## config.mk

```make
export PLATFORM = sky130hd
export DESIGN_NAME = i2s_tx_serf
export DESIGN_NICKNAME = d
export VERILOG_FILES = /design/src/rtl/i2s_tx_serf.sv
export SDC_FILE = /design/constraint.sdc
export NUM_CORES = 1
export LEC_CHECK = 0
export BUFFER_PORTS_ARGS = -buffer_cell sky130_fd_sc_hd__buf_4
export CORE_MARGIN = 2
export CORE_UTILIZATION = 40
export DETAILED_ROUTE_END_ITERATION = 8
export SKIP_CTS_REPAIR_TIMING = 1
export SLEW_MARGIN = 20
export SYNTH_ARGS = -nofsm -noshare
export SYNTH_HDL_FRONTEND = slang
export SYNTH_SLANG_ARGS = --single-unit
```

## constraint.sdc

```tcl
create_clock -name clk -period 3.45 [get_ports clk]
set_input_delay 0.5175 -clock clk [delete_from_list [all_inputs] [get_ports clk]]
set_output_delay 0.5175 -clock clk [all_outputs]
set_load 0.1 [all_outputs]
```

## src/rtl/i2s_tx_serf.sv

```systemverilog
// i2s_tx_serf: I2S transmit serializer toward the CS4272 DAC, following SCLK/LRCLK generated in the clk domain.
// Define I2S_TX_MUTE_ON_UNDERRUN_EN to send silence on an underrun frame instead of repeating the last samples.
`timescale 1ns/1ps
module i2s_tx_serf #(
  parameter int DATA_W = 24,
  parameter int SLOT_W = 32
) (
  input  logic                     clk,
  input  logic                     rst_n,
  input  logic                     SCLK,
  input  logic                     LRCLK,
  input  logic signed [DATA_W-1:0] lft_in,
  input  logic signed [DATA_W-1:0] rht_in,
  input  logic                     wrt,
  output logic                     rdy,
  output logic                     frm_strt,
  output logic                     underrun,
  output logic                     SDin
);

  localparam int CNT_W = $clog2(SLOT_W + 1);
  localparam int IDX_W = $clog2(DATA_W);

  typedef enum logic [1:0] {SYNC, LFT, RHT} state_t;

  state_t                     state;
  logic                       sclk_q;
  logic                       lrclk_q;
  logic [CNT_W-1:0]           bit_cnt;
  logic signed [DATA_W-1:0]   lft_hold;
  logic signed [DATA_W-1:0]   rht_hold;
  logic signed [DATA_W-1:0]   lft_shft;
  logic signed [DATA_W-1:0]   rht_shft;
  logic                       sclk_fall;
  logic                       lrclk_fall;
  logic                       lrclk_rise;
  logic                       cur_bit;
  logic [IDX_W-1:0]           bit_idx;

  // Counter stops at SLOT_W so surplus SCLK edges never wrap into the next sample.
  function automatic logic [CNT_W-1:0] sat_inc(input logic [CNT_W-1:0] c);
    return (c == CNT_W'(SLOT_W)) ? c : c + CNT_W'(1);
  endfunction

  assign sclk_fall  = sclk_q & ~SCLK;
  assign lrclk_fall = lrclk_q & ~LRCLK;
  assign lrclk_rise = ~lrclk_q & LRCLK;

  always_comb begin
    cur_bit = 1'b0;
    bit_idx = '0;
    if (bit_cnt < CNT_W'(DATA_W)) begin
      bit_idx = IDX_W'(DATA_W - 1 - int'(bit_cnt));
      if (state == LFT)      cur_bit = lft_shft[bit_idx];
      else if (state == RHT) cur_bit = rht_shft[bit_idx];
    end
  end

  always_ff @(posedge clk or negedge rst_n) begin
    if (!rst_n) begin
      sclk_q   <= 1'b0;
      lrclk_q  <= 1'b0;
      state    <= SYNC;
      bit_cnt  <= '0;
      SDin     <= 1'b0;
      rdy      <= 1'b1;
      frm_strt <= 1'b0;
      underrun <= 1'b0;
      lft_hold <= '0;
      rht_hold <= '0;
      lft_shft <= '0;
      rht_shft <= '0;
    end else begin
      sclk_q   <= SCLK;
      lrclk_q  <= LRCLK;
      frm_strt <= 1'b0;
      underrun <= 1'b0;

      // Frame transfer at every left-slot start; a write in the same cycle bypasses the buffer.
      if (lrclk_fall) begin
        frm_strt <= 1'b1;
        if (wrt && rdy) begin
          lft_shft <= lft_in;
          rht_shft <= rht_in;
        end else if (!rdy) begin
          lft_shft <= lft_hold;
          rht_shft <= rht_hold;
          rdy      <= 1'b1;
        end else begin
          underrun <= 1'b1;
`ifdef I2S_TX_MUTE_ON_UNDERRUN_EN
          lft_shft <= '0;
          rht_shft <= '0;
`endif
        end
      end else if (wrt && rdy) begin
        lft_hold <= lft_in;
        rht_hold <= rht_in;
        rdy      <= 1'b0;
      end

      if (lrclk_fall)                        state <= LFT;
      else if (lrclk_rise && state == LFT)   state <= RHT;

      // The SCLK fall coinciding with the LRCLK edge is the I2S one-bit delay slot.
      if (lrclk_fall || lrclk_rise) begin
        bit_cnt <= '0;
        SDin    <= 1'b0;
      end else if (sclk_fall) begin
        SDin    <= (state == SYNC) ? 1'b0 : cur_bit;
        bit_cnt <= sat_inc(bit_cnt);
      end
    end
  end

endmodule
```

==> impl.org <==
** GRT
- GR Util All Layers :: 15.4%
- Highest-utilization routing layer at the global route stage :: met2
- Maximum number of pins on one net before global-route repair :: 97
- In the global route stage, met3 resource usage came out at 3.04%.
- The total overflow left after global routing is 0.
- The number of antenna violations at the first check in global routing is 0.
- The first global-routing pass estimated 16100 um of wire.
- The number of global-route vias before repair came to 3308.
- Met1 global-route usage :: 19.7%
- Grt met2 use :: 26.4%

** Yosys
- In this run, synthesis inferred 0 flip-flops with an integrated enable.
- The number of nets handed over by synthesis was 479.
- Counting every instance in the synthesized netlist gives 420.
- For this run, the leading register cell type out of synthesis is dfrtp_1.
- Synth Area per Inst :: 12.1 um2
- Cell type with the highest aggregate area in the netlist :: dfrtp_1
- Asr flop ratio synth :: 100%
- Synth Warn # :: 0
- Mapped cell area :: 5090 um2
- Distinct cells, synth :: 40
- Area fraction of the dominant cell type after synthesis :: 53.6%
- By area the synthesized netlist is led by dfrtp_1 54%, mux2i_1 11%, mux2_2 11%.
- Yosys instantiated no cell more often than dfrtp_1.
- Most numerous cell types in the synthesized netlist :: 109 x dfrtp_1, 58 x nor2_1, 55 x mux2i_1, 51 x a21oi_1, 48 x mux2_2
- Flops & latches, synth :: 110
- Sequential share of the synthesized area :: 54.1%

** Placement
- The number of placed instances, taps included, is 628.
- At the end of routability-driven placement, the weighted congestion stood at 0.841.
- Area after DPL :: 5680 um2
- Summed over all nets, the half-perimeter wirelength after detailed placement is 6600 um.
- The count of buffers added on input and output ports is 56.

** Die
- The floorplan has 41 rows.
- The core region is 12500 um2.
- During I/O placement, the number of pins put on the boundary was 57.
- Initial core utilization :: 40.7%
- In this run the horizontal extent of the chip is 117 um.
- Vertical die dimension :: 117 um
- The floorplan step defined a die boundary enclosing 13600 um2.

** Clocking
- Clock latency on the worst-skew pair :: 0.34 ns
- Root cell of the clock tree :: clkbuf_16
- Number of buffers between clock root and the deepest sink :: 2
- CTS built an H-tree with a depth of 3.
- Number of sinks driven by the clock tree :: 110
- Clock-pin slew was measured on the worst setup and hold paths at 0.07 ns.
- CTS tree :: built
- Total clock buffers created by CTS :: 9

** Finish
- Post-Layout Inst Area :: 5980 um2
- For this run, the post-layout net count is 526.
- Area added between synthesis and finish :: 17.6%
- Cells with a size suffix above 1 make up 28.6% of the layout.
- Antenna diode count :: 0
- The count of cells in the finished layout, fillers not included, comes to 644.

** Drt
- First-iteration detailed-routing DRC count :: 192
- The detail route stage leaves a number of antenna-violating nets equal to 0.
- Via Count :: 3259
- After detailed routing, the average wire length per cell comes to 15.1 um.
- The first detailed-routing pass took 4 iterations.
- Routed wire length :: 9710 um
- Post-DR vias/cell :: 5.06
- In the routed design, unresolved DRC markers number 0.

** Worst setup path
- Worst Path Required :: 3.73 ns
- The critical path is of the reg2reg type.
- The number of buffers and inverters on the critical path is 2.
- The critical path goes through buf_4 > inv_1 > ha_1 > and4b_1 > a22oi_1 > nand2_1 > xor2_1 > nor2_1.
- Beginning of the worst register-to-register path :: bit_cnt[0]
- For the worst setup path, the data arrival time is 2.47 ns.
- STA classifies the critical path endpoint as a flop.
- The worst register-to-register path ends at bit_cnt[2].
- Slowest stage delay, CP :: 0.61 ns
- The worst setup path is launched from a flop.
- The kind of cell with the highest combined delay along the critical path is flip-flops.
- Worst r2r path cells :: 8
- Among all stages on the critical path, the largest delay is contributed by dfrtp_1.
- The setup check on the worst reg-to-reg path leaves a slack of 1.26 ns.
- Largest fanout on the critical path :: 11

** Flow run
- Across the run, the number of max-cap violations was 0.

** Timing
- The number of endpoints with negative hold slack in the final report was 0.
- Timing would allow up to 0.457 GHz.
- Max-slew headroom at the worst pin :: 44.0%
- Final setup TNS :: 0 ns
- Number of failing setup endpoints in the final timing report :: 0
- At the pin with the least slew margin, the transition time is 0.840 ns.
- The max-slew violation count came to 0.
- Clock skew :: 0.00695 ns
- Setup repair after global routing missed its margin :: false
- Final period util :: 63.5%
- Time the worst path needs with I/O delays and setup :: 2.19 ns

** Power and ir drop
- Overall power after layout :: 4430 uW
- Cell area power density :: 740 nW/um2
- Static Leak :: 0.00283 uW
- IR analysis of the VDD net gives a maximum drop of 0.257 mV.

** Run status
- Result of the run :: finished clean

** Hold path
- The path class of the tightest hold or removal check is in2async.
cell families (layout without fill, tap and decap cells):
family | after synthesis | count (layout) | synth area share, %
flops | 110 | 110 | 54.1
simple gates | 88 | 88 | 7.79
buf+inv | 34 | 86 | 3.29
fa+ha+maj | 6 | 6 | 1.47
xor+xnor | 4 | 4 | 0.688
compound gates | 66 | 66 | 7.15
mux | 112 | 112 | 25.5
registers in the layout, indices dropped and copies added (netlist names), 2 cells and up:
| name | count |
|---|---|
| bit_cnt | 6 |
| state | 2 |
| rht_shft | 24 |
| lft_shft | 24 |
| rht_hold | 24 |
| lft_hold | 24 |
worst max-delay path by stage:
| stage | from | end | cells past startpoint |
|---|---|---|---|
| CTS | bit_cnt[0] | bit_cnt[2] | 8 |
| detailed placement | LRCLK | rht_hold[1] | 7 |
| global placement | LRCLK | rht_hold[6] | 7 |
| global route | bit_cnt[0] | bit_cnt[2] | 8 |
| floorplan | rdy | lft_hold[10] | 8 |
| finish | bit_cnt[0] | bit_cnt[2] | 8 |
placed cells by master (no fill, tap or decap), types with 5 or more instances in the layout:
| cell type | instances |
|---|---|
| dfrtp_1 | 109 |
| mux2i_1 | 55 |
| ha_1 | 5 |
| nand3_1 | 5 |
| clkbuf_16 | 9 |
| a21oi_1 | 50 |
| nor2_1 | 58 |
| inv_1 | 9 |
| mux4_2 | 5 |
| mux2_2 | 48 |
| buf_4 | 58 |
report_power, final:
group          switching (uW)  internal, uW
Clock                     454           588
Sequential                293          1820
Combinational             580           689
per-layer routing:
metal  vias up  wire length (um)
li1       1585                 -
met1      1610              4330
met2        53              4910
met3        11               326
met4         0               143
met5         -                 0
per-stage QoR:
step                      hold slack (ns)  util [%]  setup WS, ns
after global routing                0.253      47.8          1.01
after global placement              0.489      45.4          1.14
after detailed placement            0.496      45.4          1.08
after floorplan                     0.222         -         0.689
final                               0.204      47.8          1.26
after CTS                           0.226      47.8          1.25
cell type report:
cell class | count | area [um2]
clock buffers | 12 | 246
clock inverters | 4 | 55.1
fillers | 1173 | 6530
inverters | 9 | 33.8
multi-input cells | 276 | 2180
flip-flops and latches | 110 | 2750
well taps | 172 | 215
repair buffers | 61 | 495
Note: power is estimated with default switching activity, not from simulation.
